File: src/rtl/ysyx_24100012_ifu_pkg.sv
// Shared definitions for the instruction fetch unit: default constants,
// FSM state encoding and the fetch-queue entry layout.
package ysyx_24100012_ifu_pkg;

   localparam logic [31:0] RESET_PC_DEF = 32'h8000_0000;
   localparam logic [31:0] EBREAK_INST  = 32'h0010_0073;

   typedef enum logic [1:0] {
      FETCH = 2'd0,
      DRAIN = 2'd1,
      HALT  = 2'd2
   } ifu_state_t;

   typedef struct packed {
      logic [31:0] pc;
      logic [31:0] inst;
   } fetch_entry_t;

endpackage

File: src/rtl/ysyx_24100012_fetch_fifo.sv
// Synchronous FIFO for fetched {pc, inst} entries. Pointers carry an extra
// wrap bit so full and empty are told apart without a separate counter.
module ysyx_24100012_fetch_fifo #(
   parameter int WIDTH = 64,
   parameter int DEPTH = 2
) (
   input  logic             clk,
   input  logic             rst,
   input  logic             push,
   input  logic             pop,
   input  logic             flush,
   input  logic [WIDTH-1:0] wdata,
   output logic             full,
   output logic             empty,
   output logic [WIDTH-1:0] head
);

   localparam int AW = (DEPTH > 1) ? $clog2(DEPTH) : 1;
   localparam logic [AW:0] PTR_ONE = {{AW{1'b0}}, 1'b1};

   logic [WIDTH-1:0] mem [DEPTH];
   logic [AW:0]      wr_ptr;
   logic [AW:0]      rd_ptr;

   assign empty = (wr_ptr == rd_ptr);
   assign full  = (wr_ptr[AW] != rd_ptr[AW]) && (wr_ptr[AW-1:0] == rd_ptr[AW-1:0]);
   assign head  = mem[rd_ptr[AW-1:0]];

   always_ff @(posedge clk or posedge rst) begin
      if (rst) begin
         wr_ptr <= '0;
         rd_ptr <= '0;
      end else if (flush) begin
         wr_ptr <= '0;
         rd_ptr <= '0;
      end else begin
         if (push) wr_ptr <= wr_ptr + PTR_ONE;
         if (pop)  rd_ptr <= rd_ptr + PTR_ONE;
      end
   end

   // When full, a push lands in the slot being popped this same cycle; the
   // head is read combinationally before the write takes effect.
   always_ff @(posedge clk or posedge rst) begin
      if (rst) begin
         for (int i = 0; i < DEPTH; i++) mem[i] <= '0;
      end else if (push && !flush) begin
         mem[wr_ptr[AW-1:0]] <= wdata;
      end
   end

endmodule

File: src/rtl/ysyx_24100012_ifu.sv
// Instruction fetch unit: PC register driving a combinational ROM, a small
// fetch queue toward decode, execute redirects, and halt on ebreak.
module ysyx_24100012_ifu
   import ysyx_24100012_ifu_pkg::*;
#(
   parameter int                    ADDR_WIDTH = 32,
   parameter int                    DATA_WIDTH = 32,
   parameter logic [ADDR_WIDTH-1:0] RESET_PC   = RESET_PC_DEF,
   parameter int                    QDEPTH     = 2,
   parameter logic [DATA_WIDTH-1:0] EBREAK     = EBREAK_INST
) (
   input  logic                  clk,
   input  logic                  rst,
   output logic [ADDR_WIDTH-1:0] imem_addr,
   input  logic [DATA_WIDTH-1:0] imem_rdata,
   output logic                  inst_valid,
   input  logic                  inst_ready,
   output logic [DATA_WIDTH-1:0] inst,
   output logic [ADDR_WIDTH-1:0] inst_pc,
   input  logic                  redirect_valid,
   input  logic [ADDR_WIDTH-1:0] redirect_pc,
   output logic                  halted
);

   localparam int EW = ADDR_WIDTH + DATA_WIDTH;
   localparam logic [ADDR_WIDTH-1:0] PC_STEP = ADDR_WIDTH'(4);

   ifu_state_t              state;
   ifu_state_t              state_nxt;
   logic [ADDR_WIDTH-1:0]   pc;
   logic                    pop;
   logic                    push;
   logic                    redir;
   logic                    q_full;
   logic                    q_empty;
   logic [EW-1:0]           q_head;

   assign imem_addr  = pc;
   assign inst_valid = !q_empty && (state != HALT);
   assign pop        = inst_valid && inst_ready;
   assign redir      = redirect_valid && (state != HALT);
   assign push       = (state == FETCH) && (!q_full || pop) && !redirect_valid;
   assign halted     = (state == HALT);

   // Head is masked while nothing is presented so idle outputs read as zero.
   assign inst    = inst_valid ? q_head[DATA_WIDTH-1:0] : '0;
   assign inst_pc = inst_valid ? q_head[EW-1:DATA_WIDTH] : '0;

   ysyx_24100012_fetch_fifo #(
      .WIDTH (EW),
      .DEPTH (QDEPTH)
   ) u_fifo (
      .clk   (clk),
      .rst   (rst),
      .push  (push),
      .pop   (pop),
      .flush (redir),
      .wdata ({pc, imem_rdata}),
      .full  (q_full),
      .empty (q_empty),
      .head  (q_head)
   );

   always_ff @(posedge clk or posedge rst) begin
      if (rst) begin
         pc <= RESET_PC;
      end else if (redir) begin
         pc <= {redirect_pc[ADDR_WIDTH-1:2], 2'b00};
      end else if (push) begin
         pc <= pc + PC_STEP;
      end
   end

   always_ff @(posedge clk or posedge rst) begin
      if (rst) state <= FETCH;
      else     state <= state_nxt;
   end

   always_comb begin
      state_nxt = state;
      case (state)
         FETCH:   if (push && (imem_rdata == EBREAK)) state_nxt = DRAIN;
         DRAIN:   if (pop && (inst == EBREAK))        state_nxt = HALT;
         HALT:    state_nxt = HALT;
         default: state_nxt = FETCH;
      endcase
      // A redirect outranks both fetch and drain; redir is never set in HALT.
      if (redir) state_nxt = FETCH;
   end

endmodule

File: config.mk
export PLATFORM = sky130hd
export DESIGN_NAME = ysyx_24100012_ifu
export DESIGN_NICKNAME = d
export VERILOG_FILES = /design/src/rtl/ysyx_24100012_ifu_pkg.sv /design/src/rtl/ysyx_24100012_fetch_fifo.sv /design/src/rtl/ysyx_24100012_ifu.sv
export SDC_FILE = /design/constraint.sdc
export NUM_CORES = 1
export LEC_CHECK = 0
export ABC_CLOCK_PERIOD_IN_PS = 16149
export BUFFER_PORTS_ARGS = -buffer_cell sky130_fd_sc_hd__buf_2
export CAP_MARGIN = 10
export CORE_ASPECT_RATIO = 1.1
export CORE_MARGIN = 2
export CORE_UTILIZATION = 52
export CTS_BUF_LIST = sky130_fd_sc_hd__clkbuf_8
export DETAILED_ROUTE_END_ITERATION = 12
export PLACE_DENSITY = 0.77
export SYNTH_ARGS = -nofsm -noshare
export SYNTH_HDL_FRONTEND = slang
export SYNTH_SLANG_ARGS = --single-unit
File: constraint.sdc
create_clock -name clk -period 16.15 [get_ports clk]
set_input_delay 2.4225 -clock clk [delete_from_list [all_inputs] [get_ports clk]]
set_output_delay 2.4225 -clock clk [all_outputs]
set_load 0.01 [all_outputs]
Word-level counts from Yosys, hierarchy flattened
Cells that the tools add are included.

storage, ports and cells
  register bits after elaboration = 166
  input port bits = 68
  output and inout bits = 98
  logic and storage cells = 61

operators by class
  add/sub/neg operators = 3
  order comparisons = 3
  equal/unequal tests = 10
  mux-type cells = 18
  bitwise logic cells = 2
  reductions and logical operators = 19

operators with widths
  kind                                                                          count
  64-bit 2-to-1 mux                                                             4
  128-bit bitwise mux                                                           1
  32-bit 2-to-1 mux                                                             4
  64-bit demux with 1-bit select                                                1
  32-bit by 21-bit equality test with 1-bit output, second input constant       2
  32-bit by 3-bit adder with 32-bit output, second input constant               1
  2-bit 2-to-1 mux                                                              7
  1-bit logical AND                                                             10
  2-bit one-hot mux with 3 select lines                                         1
  2-bit by 1-bit adder with 2-bit output, second input constant                 2
  2-bit greater-or-equal comparator, second input constant                      2
  1-bit zero test                                                               4
  1-bit inverter with 2-bit output                                              2
  2-bit nonzero test                                                            2
  3-bit by 1-bit inequality test with 1-bit output, second input constant       1
  3-bit by 2-bit inequality test with 1-bit output, second input constant       1
  2-bit by 1-bit equality test with 1-bit output, second input constant         1
  2-bit equality test                                                           1
  2-bit equality test, second input constant                                    1
  2-bit zero test                                                               1
  2-bit by 1-bit less-than comparator with 1-bit output, second input constant  1
  2-bit inequality test, second input constant                                  1
  2-bit AND reduction                                                           1
  1-bit equality test                                                           1
  2 further kinds                                                               2

Longest topological paths before layout
  depth after elaboration = 11
  gate-level depth with buffers = 9
  gate-level depth less buffers = 8

Cells and area by module
A second synthesis with hierarchy kept.

unflattened totals
  cells, all modules = 674
  area, all modules = 8842.2 um^2

by module, submodules not included
  module                    times used  cells an instance  area an instance (um^2)  seq. area each (um^2)
  ysyx_24100012_fetch_fifo  1           364                6298.5                   3303.2
  ysyx_24100012_ifu         1           310                2543.7                   802.0

Worst setup path before layout
Ideal clock, no wire load.

  path kind = register to output
  start point = register u_fifo.rd_ptr[0]
  end point = output inst[0]
  data arrival time = 1.675 ns
  required time = 13.727 ns
  slack = 12.052 ns
  cell stages (with the launch flop) = 8
  buffers on the path = 3
  cell sequence = dfrtp_1 > buf_2 > xor2_1 > nor2_1 > or2_2 > clkbuf_1 > clkbuf_1 > nor2_1

between the ends
  cells in the longest elaborated chain, start to end = 5
  elaborated cells on any way between the ends = 8
  classes of those cells = eq/ne: 1; mux: 4; bitwise: 1; reduce/logical: 2

RTL lines
  item                                                    line                            source
  start, declared                                         ysyx_24100012_fetch_fifo.sv:23  logic [AW:0] rd_ptr;
  start signal, assigned                                  ysyx_24100012_fetch_fifo.sv:38  if (pop) rd_ptr <= rd_ptr + PTR_ONE;
  1-bit inverter with 2-bit output (implied by the code)  ysyx_24100012_fetch_fifo.sv:27  assign head = mem[rd_ptr[AW-1:0]];
  64-bit 2-to-1 mux (implied by the code) (3 in a row)    ysyx_24100012_fetch_fifo.sv:27
  32-bit 2-to-1 mux (*)                                   ysyx_24100012_ifu.sv:46         assign inst = inst_valid ? q_head[DATA_WIDTH-1:0] : '0;
  end, declared                                           ysyx_24100012_ifu.sv:18         output logic [DATA_WIDTH-1:0] inst,

Mark *: on every way between the ends. The rest lies on a longest branch, timed or not. The select of a mux whose other input is x is not followed.

Worst setup path after layout
Ends and elaborated chain as after synthesis.

==> results_dict.tcl <==
set metrics [dict create \
    min_path_type "reg -> reg" \
    grt_overflow_total 0 \
    power_leakage_uw 0.00418 \
    cts_resized 0 \
    row_count 47 \
    min_from "u_fifo.mem[98]" \
    vias 5717 \
    grtUsageTotal 0.232 \
    rsz0062_at_grt "no" \
    layout.nets 903 \
    ys_seq_area_frac 0.511 \
    period_share 0.335 \
    crit_chain "xor2_1 > nor2_1 > or2_2 > buf_4 > nor2_1 > buf_2" \
    post_cts_buffers 0 \
    final_util 0.619 \
    flow.area_growth_from_synthesis_pct 17.6 \
    wl_met2_mm 8.96 \
    cts_tree "yes" \
    clockRootBuffer "clkbuf_8" \
    cts_max_level 4 \
    path_buf_inv 2 \
    crit_slowest_cell "dfrtp_4" \
    clk_path_buf_depth 2 \
    synth.distinct_cells 48 \
    skew_ns 0.0121 \
    rrSetupSlack_ns 12.65 \
    powerDensity_nw_per_um2 201 \
    maxCapViolCount 0 \
    crit_top_cell "nor2_1" \
    port_buffers 159 \
    drtPass1Iterations 5 \
    synthCells 683 \
    place_congestion 0.843 \
    wl_per_cell_um 17.3 \
    viasPerCell 5.50 \
    cts_hold_buffers 0 \
    dr.max_layer_used "met4" \
    layout-drive-gt1-share 0.335 \
    grt_pass1_wl_mm 29.2 \
    numCtsBuffers 17 \
    cp.arrival_ns 2.98 \
    wirelength_met1_mm 7.75 \
    antenna_found_initial 1 \
    rr_worst_depth 5 \
    fp.dieW_um 121 \
    whs_endpoint "u_fifo.mem[98]" \
    min_period_ns 5.41 \
    critPathCaptureType "primary output" \
    drtAntennaViolNets 0 \
    path_class "reg -> out" \
    crit_path_start_kind "flip-flop" \
    tns_ns 0 \
    syn_area_per_cell_sq_um 11.5 \
    cpLargestDelayFamily "simple AND/OR/NAND/NOR gates" \
    clock-sinks 160 \
    io_pins 166 \
    layout_common_cells "buf_2, dfrtp_1, nor2_1" \
    drtIter0Drc 257 \
    grt_max_degree 84 \
    dp_hpwl_mm 12.2 \
    synthFlopType "dfrtp_1" \
    worstPathMaxFanout 35 \
    max_stage_delay_ns 0.74 \
    layout_commonest_cell "buf_2" \
    slew_viol_final 0 \
    core_region_area_sq_um 14900 \
    initial_core_util 0.527 \
    drt_wl_total_mm 18.0 \
    finalHoldViolations 0 \
    worstSkewPairLatency_ns 0.46 \
    wl_met3_um 967 \
    fmax_ghz 0.185 \
    reg2reg_from "u_fifo.rd_ptr[0]" \
    async_reset_ff_frac 1.00 \
    setup_viol 0 \
    synth-seq-cells 160 \
    synth_enable_flop_cells 0 \
    dieArea_sq_um 16100 \
    tightest_slew_ns 1.04 \
    netlist_area_sq_um 7840 \
    die_h_um 133 \
    clk_pin_slew_ns 0.08 \
    drc_errors 0 \
    diodes 0 \
    rr_endpoint "u_fifo.mem[123]" \
    grt_pass1_vias 5783 \
    yosysWarnings 0 \
    cp.required_ns 13.73 \
    relSlewSlack 0.308 \
    outcome "complete, no violations" \
    ir_drop_mv 0.0879 \
    holdPathStages 1 \
]
## per-stage QoR
stage	instances	hold WS [ns]	area (sq um)	setup slack (ns)	total power, uW
global placement	1007	0.465	8760	10.94	1510
global route	1039	0.512	9210	10.51	1980
CTS	1039	0.495	9210	10.69	1870
finish	1039	0.490	9210	10.74	1850
detailed placement	1007	0.474	8760	10.95	1530
floorplan	686	0.450	7850	9.41	1250
## worst max path at each step
stage	start	end	slack, ns	cells past startpoint
after floorplan	rst	imem_addr[10]	9.41	1
after global placement	inst_ready	u_fifo.mem[123]	10.94	6
after detailed placement	inst_ready	u_fifo.mem[103]	10.95	6
after CTS	u_fifo.rd_ptr[0]	inst[0]	10.69	6
after global routing	u_fifo.rd_ptr[0]	inst_pc[3]	10.51	6
final	u_fifo.rd_ptr[0]	inst[0]	10.74	6
## metal layers
| metal | up-vias | global-route usage |
|---|---|---|
| li1 | 2674 | - |
| met1 | 2835 | 0.300 |
| met2 | 182 | 0.389 |
| met3 | 26 | 0.0457 |
| met4 | 0 | 0.0782 |
| met5 | - | 0 |
## final cells by class
class | instances | area, sq um
inverter | 11 | 46.3
multi-input combinational | 474 | 3620
sequential | 160 | 4010
timing repair buffer | 166 | 848
fill | 1237 | 5660
clock inverter | 14 | 201
tap | 196 | 245
clock buffer | 18 | 248
## synthesized netlist by cell type (4+ instances only)
cell type | count | area, sq um
a21oi_1 | 4 | 20.0
buf_2 | 10 | 50.1
buf_4 | 10 | 75.1
clkbuf_1 | 20 | 75.1
dfrtp_1 | 159 | 3980
ha_1 | 5 | 62.6
inv_1 | 11 | 41.3
mux2_1 | 52 | 586
mux2_2 | 66 | 743
mux2i_1 | 63 | 631
nand2_1 | 45 | 169
nand3_1 | 12 | 60.1
nand4_1 | 12 | 75.1
nor2_1 | 81 | 304
nor2b_1 | 5 | 31.3
nor3_1 | 9 | 45.0
nor4_1 | 11 | 68.8
nor4b_1 | 6 | 52.6
o21ai_0 | 32 | 160
o21ai_1 | 4 | 20.0
xnor2_1 | 22 | 193
xor2_1 | 10 | 87.6
## power breakdown
part / switching [uW] / total (uW) / internal, uW
sequential: 153 / 737 / 584
clock: 155 / 331 / 175
combinational: 421 / 785 / 364
## sequential cells by signal, summed over array words and instances, names as in the netlist
register       count
u_fifo.mem       124
u_fifo.rd_ptr      2
imem_addr         30
u_fifo.wr_ptr      2
state              2
## logic make-up (layout without fill, tap and decap cells)
kind of cell             after synthesis  after routing  share of synthesized area
adder cells (fa/ha/maj)                5              5                    0.00798
AND/OR/NAND/NOR                      201            201                      0.125
XOR/XNOR                              32             32                     0.0358
buffers and inverters                 52            209                     0.0313
flip-flops                           160            160                      0.511
other                                  1              4                   0.000478
AO/OA/AOI/OAI                         51             51                     0.0383
multiplexers                         181            181                      0.250
Power figures use the tool's default switching activity.
